**src/rtl/dft_frame_ctrl.sv**
```systemverilog
// dft_frame_ctrl: sequences one DFT frame at a time. It waits for the core to
// be ready, streams the sample ROM into it (1-cycle ROM latency), then collects
// the N_BINS output bins into a registered result stream.
// Optional build macro DFT_FRAME_CTRL_WATCHDOG_EN adds a no-progress watchdog
// on the two waiting states; without it those states wait indefinitely.
module dft_frame_ctrl #(
  parameter int          N_BINS    = 24,
  parameter int          ADDR_W    = 5,
  parameter int          DATA_W    = 18,
  parameter logic [5:0]  SIZE_CODE = 6'd1,
  parameter int          TIMEOUT   = 1024
) (
  input  logic                     clk,
  input  logic                     reset_n,
  input  logic                     start,
  input  logic                     cont,
  input  logic                     fwd_inv_in,
  input  logic                     rffd,
  input  logic                     data_valid,
  input  logic signed [DATA_W-1:0] xk_re,
  input  logic signed [DATA_W-1:0] xk_im,
  input  logic [3:0]               blk_exp,
  output logic [ADDR_W-1:0]        mem_addr,
  output logic                     fd_in,
  output logic                     fwd_inv,
  output logic [5:0]               size,
  output logic                     sclr,
  output logic [ADDR_W-1:0]        bin_idx,
  output logic signed [DATA_W-1:0] bin_re,
  output logic signed [DATA_W-1:0] bin_im,
  output logic [3:0]               bin_exp,
  output logic                     bin_valid,
  output logic                     busy,
  output logic                     frame_done,
  output logic                     err
);

  localparam logic [2:0] S_IDLE     = 3'd0;
  localparam logic [2:0] S_WAIT_RDY = 3'd1;
  localparam logic [2:0] S_PRIME    = 3'd2;
  localparam logic [2:0] S_LOAD     = 3'd3;
  localparam logic [2:0] S_WAIT_OUT = 3'd4;
  localparam logic [2:0] S_UNLOAD   = 3'd5;
  localparam logic [2:0] S_ERR      = 3'd6;

  localparam logic [ADDR_W-1:0] LAST = ADDR_W'(N_BINS - 1);

  logic [2:0]               state_q, state_d;
  logic [ADDR_W-1:0]        mem_addr_q, mem_addr_d;
  logic                     fd_in_q, fd_in_d;
  logic                     fwd_inv_q, fwd_inv_d;
  logic                     sclr_q, sclr_d;
  logic [ADDR_W-1:0]        cnt_q, cnt_d;
  logic [ADDR_W-1:0]        bin_idx_q, bin_idx_d;
  logic signed [DATA_W-1:0] bin_re_q, bin_re_d;
  logic signed [DATA_W-1:0] bin_im_q, bin_im_d;
  logic [3:0]               bin_exp_q, bin_exp_d;
  logic                     bin_valid_q, bin_valid_d;
  logic                     frame_done_q, frame_done_d;
  logic                     err_q, err_d;
  logic                     err_hit;
  logic [ADDR_W-1:0]        cap_idx;
  logic                     wd_expire;

  // Saturating increment so the bin/load counters can never wrap past the last bin.
  function automatic logic [ADDR_W-1:0] cnt_inc(input logic [ADDR_W-1:0] c);
    return (c == LAST) ? LAST : c + 1'b1;
  endfunction

`ifdef DFT_FRAME_CTRL_WATCHDOG_EN
  localparam int WD_W = $clog2(TIMEOUT + 1);
  logic [WD_W-1:0] wd_q;
  logic            waiting;

  assign waiting   = ((state_q == S_WAIT_RDY) && !rffd) ||
                     ((state_q == S_WAIT_OUT) && !data_valid);
  assign wd_expire = waiting && (wd_q == WD_W'(TIMEOUT - 1));

  // Count consecutive stalled cycles; any progress or state change clears it.
  always_ff @(posedge clk) begin
    if (!reset_n)                   wd_q <= '0;
    else if (waiting && !wd_expire) wd_q <= wd_q + 1'b1;
    else                            wd_q <= '0;
  end
`else
  // No watchdog: TIMEOUT is irrelevant and the waiting states never expire.
  assign wd_expire = 1'b0 && (TIMEOUT > 0);
`endif

  // Next-state and output decode for the frame sequencer.
  always_comb begin
    state_d      = state_q;
    mem_addr_d   = '0;
    fd_in_d      = 1'b0;
    fwd_inv_d    = fwd_inv_q;
    sclr_d       = 1'b0;
    cnt_d        = cnt_q;
    bin_idx_d    = bin_idx_q;
    bin_re_d     = bin_re_q;
    bin_im_d     = bin_im_q;
    bin_exp_d    = bin_exp_q;
    bin_valid_d  = 1'b0;
    frame_done_d = 1'b0;
    err_d        = err_q;
    err_hit      = 1'b0;
    cap_idx      = (state_q == S_WAIT_OUT) ? '0 : cnt_q;

    case (state_q)
      S_IDLE: begin
        if (data_valid) begin
          err_hit = 1'b1;
        end else if (start || cont) begin
          fwd_inv_d = fwd_inv_in;
          state_d   = S_WAIT_RDY;
          if (start) err_d = 1'b0;
        end
      end
      S_WAIT_RDY: begin
        if (data_valid)     err_hit = 1'b1;
        else if (rffd)      state_d = S_PRIME;
        else if (wd_expire) err_hit = 1'b1;
      end
      S_PRIME: begin
        // ROM word 0 lands on the DFT input together with fd_in next cycle.
        if (data_valid) begin
          err_hit = 1'b1;
        end else begin
          mem_addr_d = ADDR_W'(1);
          fd_in_d    = 1'b1;
          cnt_d      = '0;
          state_d    = S_LOAD;
        end
      end
      S_LOAD: begin
        if (data_valid) begin
          err_hit = 1'b1;
        end else if (cnt_q == LAST) begin
          cnt_d   = '0;
          state_d = S_WAIT_OUT;
        end else begin
          cnt_d      = cnt_inc(cnt_q);
          mem_addr_d = (mem_addr_q == LAST || mem_addr_q == '0) ? '0 : mem_addr_q + 1'b1;
        end
      end
      S_WAIT_OUT, S_UNLOAD: begin
        if (data_valid) begin
          bin_idx_d   = cap_idx;
          bin_re_d    = xk_re;
          bin_im_d    = xk_im;
          bin_exp_d   = blk_exp;
          bin_valid_d = 1'b1;
          if (cap_idx == LAST) begin
            frame_done_d = 1'b1;
            cnt_d        = '0;
            state_d      = cont ? S_WAIT_RDY : S_IDLE;
          end else begin
            cnt_d   = cnt_inc(cap_idx);
            state_d = S_UNLOAD;
          end
        end else if (wd_expire) begin
          err_hit = 1'b1;
        end
      end
      S_ERR: begin
        cnt_d   = '0;
        state_d = S_IDLE;
      end
      default: state_d = S_IDLE;
    endcase

    if (err_hit) begin
      state_d = S_ERR;
      err_d   = 1'b1;
      sclr_d  = 1'b1;
      cnt_d   = '0;
    end
  end

  // State and registered outputs; reset aborts any frame in flight.
  always_ff @(posedge clk) begin
    if (!reset_n) begin
      state_q      <= S_IDLE;
      mem_addr_q   <= '0;
      fd_in_q      <= 1'b0;
      fwd_inv_q    <= 1'b1;
      sclr_q       <= 1'b1;
      cnt_q        <= '0;
      bin_idx_q    <= '0;
      bin_re_q     <= '0;
      bin_im_q     <= '0;
      bin_exp_q    <= '0;
      bin_valid_q  <= 1'b0;
      frame_done_q <= 1'b0;
      err_q        <= 1'b0;
    end else begin
      state_q      <= state_d;
      mem_addr_q   <= mem_addr_d;
      fd_in_q      <= fd_in_d;
      fwd_inv_q    <= fwd_inv_d;
      sclr_q       <= sclr_d;
      cnt_q        <= cnt_d;
      bin_idx_q    <= bin_idx_d;
      bin_re_q     <= bin_re_d;
      bin_im_q     <= bin_im_d;
      bin_exp_q    <= bin_exp_d;
      bin_valid_q  <= bin_valid_d;
      frame_done_q <= frame_done_d;
      err_q        <= err_d;
    end
  end

  assign mem_addr   = mem_addr_q;
  assign fd_in      = fd_in_q;
  assign fwd_inv    = fwd_inv_q;
  assign size       = SIZE_CODE;
  assign sclr       = sclr_q;
  assign bin_idx    = bin_idx_q;
  assign bin_re     = bin_re_q;
  assign bin_im     = bin_im_q;
  assign bin_exp    = bin_exp_q;
  assign bin_valid  = bin_valid_q;
  assign frame_done = frame_done_q;
  assign busy       = (state_q != S_IDLE);
  assign err        = err_q;

endmodule

```
**config.mk**
```make
export PLATFORM = sky130hd
export DESIGN_NAME = dft_frame_ctrl
export DESIGN_NICKNAME = d
export VERILOG_FILES = /design/src/rtl/dft_frame_ctrl.sv
export SDC_FILE = /design/constraint.sdc
export NUM_CORES = 1
export LEC_CHECK = 0
export CORE_MARGIN = 4
export CORE_UTILIZATION = 39
export CTS_CLUSTER_DIAMETER = 80
export DETAILED_ROUTE_END_ITERATION = 7
export MAX_ROUTING_LAYER = met4
export PLACE_DENSITY = 0.82
export REMOVE_ABC_BUFFERS = 1
export SYNTH_ARGS = -nofsm -noshare
export SYNTH_HDL_FRONTEND = slang
export SYNTH_SLANG_ARGS = --single-unit
```
**constraint.sdc**
```tcl
create_clock -name clk -period 1.93 [get_ports clk]
set_input_delay 0.193 -clock clk [delete_from_list [all_inputs] [get_ports clk]]
set_output_delay 0.193 -clock clk [all_outputs]
set_load 0.05 [all_outputs]
```
==> results.py <==
metrics = {
    "status": {
        "outcome": "complete, no violations",
    },
    "drt": {
        "via_count": 2590,
        "vias_per_cell": 4.87,
        "drt-wirelength-per-cell_um": 13.6,
        "ant_nets": 0,
        "route.detailed.drc": 0,
        "routed_wl_um": 7230,
        "drtIter0Drc": 62,
        "dr.pass1.iters": 4,
    },
    "power": {
        "irDropWorstVdd_mv": 0.446,
        "power.density_nw_per_um2": 786,
        "power.leakage_nw": 1.46,
    },
    "synth": {
        "ys_ff_latch": 64,
        "synthCells": 328,
        "yosysWarnings": 0,
        "syn_avg_cell_area_um2": 8.55,
        "ys_types": 47,
        "ys.flop_type": "dfxtp_1",
        "synth_edf_count": 0,
        "synthesis.area_um2": 2810,
        "ys_seq_area_frac": 0.457,
        "synthArstFlopShare": 0,
    },
    "layout": {
        "final_cell_mix": "102 x clkdlybuf4s50_1, 90 x nand2_1, 64 x dfxtp_1, 36 x a21boi_0, 12 x buf_4",
        "final_common_cell": "clkdlybuf4s50_1",
        "drive_above_1_share": 0.0736,
        "fillerInstances": 636,
        "fin_area_um2": 4130,
        "nets": 481,
        "syn2layout_area_growth_pct": 47.1,
        "final_core_util": 0.597,
    },
    "sta": {
        "period_needed_ns": 1.81,
        "slew_viol_final": 0,
        "timing.final.ws_setup_ns": 0.123,
        "setup_viol": 0,
        "fin_skew_ns": 0.0106,
        "maxSlewHeadroom": 0.638,
        "whs_ns": 0.409,
        "tightest_slew_ns": 0.541,
        "rsz0062_at_grt": "no",
        "fmax_mhz": 554,
        "post-route-period-util": 0.936,
        "fin_setup_tns_ns": 0,
        "finalHoldViolCount": 0,
    },
    "die": {
        "ios": 110,
        "die_area_um2": 8610,
        "chipWidth_um": 92.8,
        "coreArea_um2": 6910,
        "die_y_um": 92.8,
        "initial_utilization": 0.406,
        "rows": 30,
    },
    "clocking": {
        "root_buffer": "clkbuf_8",
        "clk_pin_slew_ns": 0.07,
        "post_cts_buffers": 0,
        "post_cts_resized": 0,
        "cts_buffers": 9,
        "cts_hold_buf": 0,
        "clkSinkCount": 64,
        "cts_tree": "yes",
        "clockBufferDepth": 2,
        "htree_num_levels": 3,
        "clk_latency_ns": 0.34,
    },
    "placement": {
        "post_dp_cell_area_um2": 3930,
        "gp_congestion": 0.914,
        "dp_slack_ns": -0.0175,
        "io_buffers": 103,
        "dp_hpwl_um": 5270,
    },
    "global_route": {
        "grt_pass1_wl_um": 11800,
        "grt_max_degree": 46,
        "antenna_found_initial": 1,
        "grt_usage": 0.176,
        "grt-ovfl-total": 0,
        "first_global_vias": 2492,
    },
    "setup_path": {
        "required_ns": 2.19,
        "crit_path_end_kind": "flip-flop",
        "arrival_ns": 2.07,
        "criticalPathCategory": "reg2reg",
        "cp_max_fo": 5,
        "start_kind": "flip-flop",
    },
    "job": {
        "maxCapViolations": 0,
    },
    "worst_hold_path": {
        "worstHoldPathType": "in2reg",
    },
}
## state kept, by name, summed over array words and instances, names as in the netlist
name	flops
bin_exp	4
bin_idx	5
bin_im	18
bin_re	18
bin_valid	1
cnt_q	5
err	1
fd_in	1
frame_done	1
fwd_inv	1
mem_addr	5
sclr	1
state_q	3
## area by class of cell
type / instances / area (um^2) / area share
multi-input combinational: 234 / 1360 / 0.328
sequential: 64 / 1280 / 0.310
timing repair buffer: 116 / 1150 / 0.279
clock buffer: 11 / 141 / 0.0343
tap: 96 / 120 / 0.0291
clock inverter: 5 / 56.3 / 0.0136
inverter: 5 / 18.8 / 0.00455
antenna: 1 / 2.50 / 0.000606
## per-layer routing
| layer | global-route usage | share of wire |
|---|---|---|
| met5 | - | 0 |
| met4 | 0.0574 | 0.017 |
| met3 | 0.0520 | 0.078 |
| met2 | 0.271 | 0.44 |
| met1 | 0.221 | 0.46 |
## synth_stat cells (3+ instances only)
cell type / n / area, um^2
a21oi_1: 10 / 50.1
dfxtp_1: 64 / 1280
nand3b_1: 5 / 37.5
a21boi_1: 7 / 52.6
nand2_1: 90 / 338
nor2_1: 10 / 37.5
buf_4: 14 / 105
inv_1: 5 / 18.8
o21ai_0: 3 / 15.0
a21boi_0: 36 / 270
a31oi_1: 3 / 18.8
buf_2: 3 / 15.0
and3_1: 3 / 18.8
clkbuf_1: 12 / 45.0
ha_1: 4 / 50.1
nand3_1: 10 / 50.1
o22ai_1: 3 / 18.8
mux2i_1: 3 / 30.0
nor2b_1: 5 / 31.3
## through the flow
step	std cells	total power, mW
after floorplan	303	1.83
after global placement	515	2.12
after detailed placement	515	2.13
after CTS	531	3.27
after global routing	532	3.39
final	532	3.24
## critical path, cell delays in order (launching register included)
cell and delay (ns):
dfxtp_1 0.32, nand2b_1 0.20, o21a_1 0.23, ha_1 0.24
and4b_1 0.24, o32ai_1 0.19, nand3_1 0.14, a31oi_1 0.18
## cells by family (layout without fill, tap and decap cells)
logic type      Yosys count  after routing  share of synthesized area
simple gates            138            138                      0.227
compound gates           80             80                      0.211
flops                    64             64                      0.457
buf+inv                  34            137                     0.0656
fa+ha+maj                 4              4                     0.0178
xor+xnor                  3              3                    0.00937
mux                       3              3                     0.0107
other cells               2              7                    0.00268
## where the power goes
group          switching [mW]  total, mW  internal (mW)
Sequential             0.0300       1.41           1.38
Clock                   0.512       1.14          0.630
Combinational           0.415      0.694          0.279
Total                   0.957       3.24           2.28
## final timing paths
check | cells past startpoint | to | slack, ns | from
setup / recovery | 7 | cnt_q[3] | 0.12 | state_q[1]
hold / removal | 3 | bin_re[7] | 0.41 | xk_re[7]
setup reg to reg | 7 | cnt_q[3] | 0.12 | state_q[1]
hold reg to reg | 2 | bin_re[7] | 0.45 | bin_re[7]
Note: power is estimated with default switching activity, not from simulation.
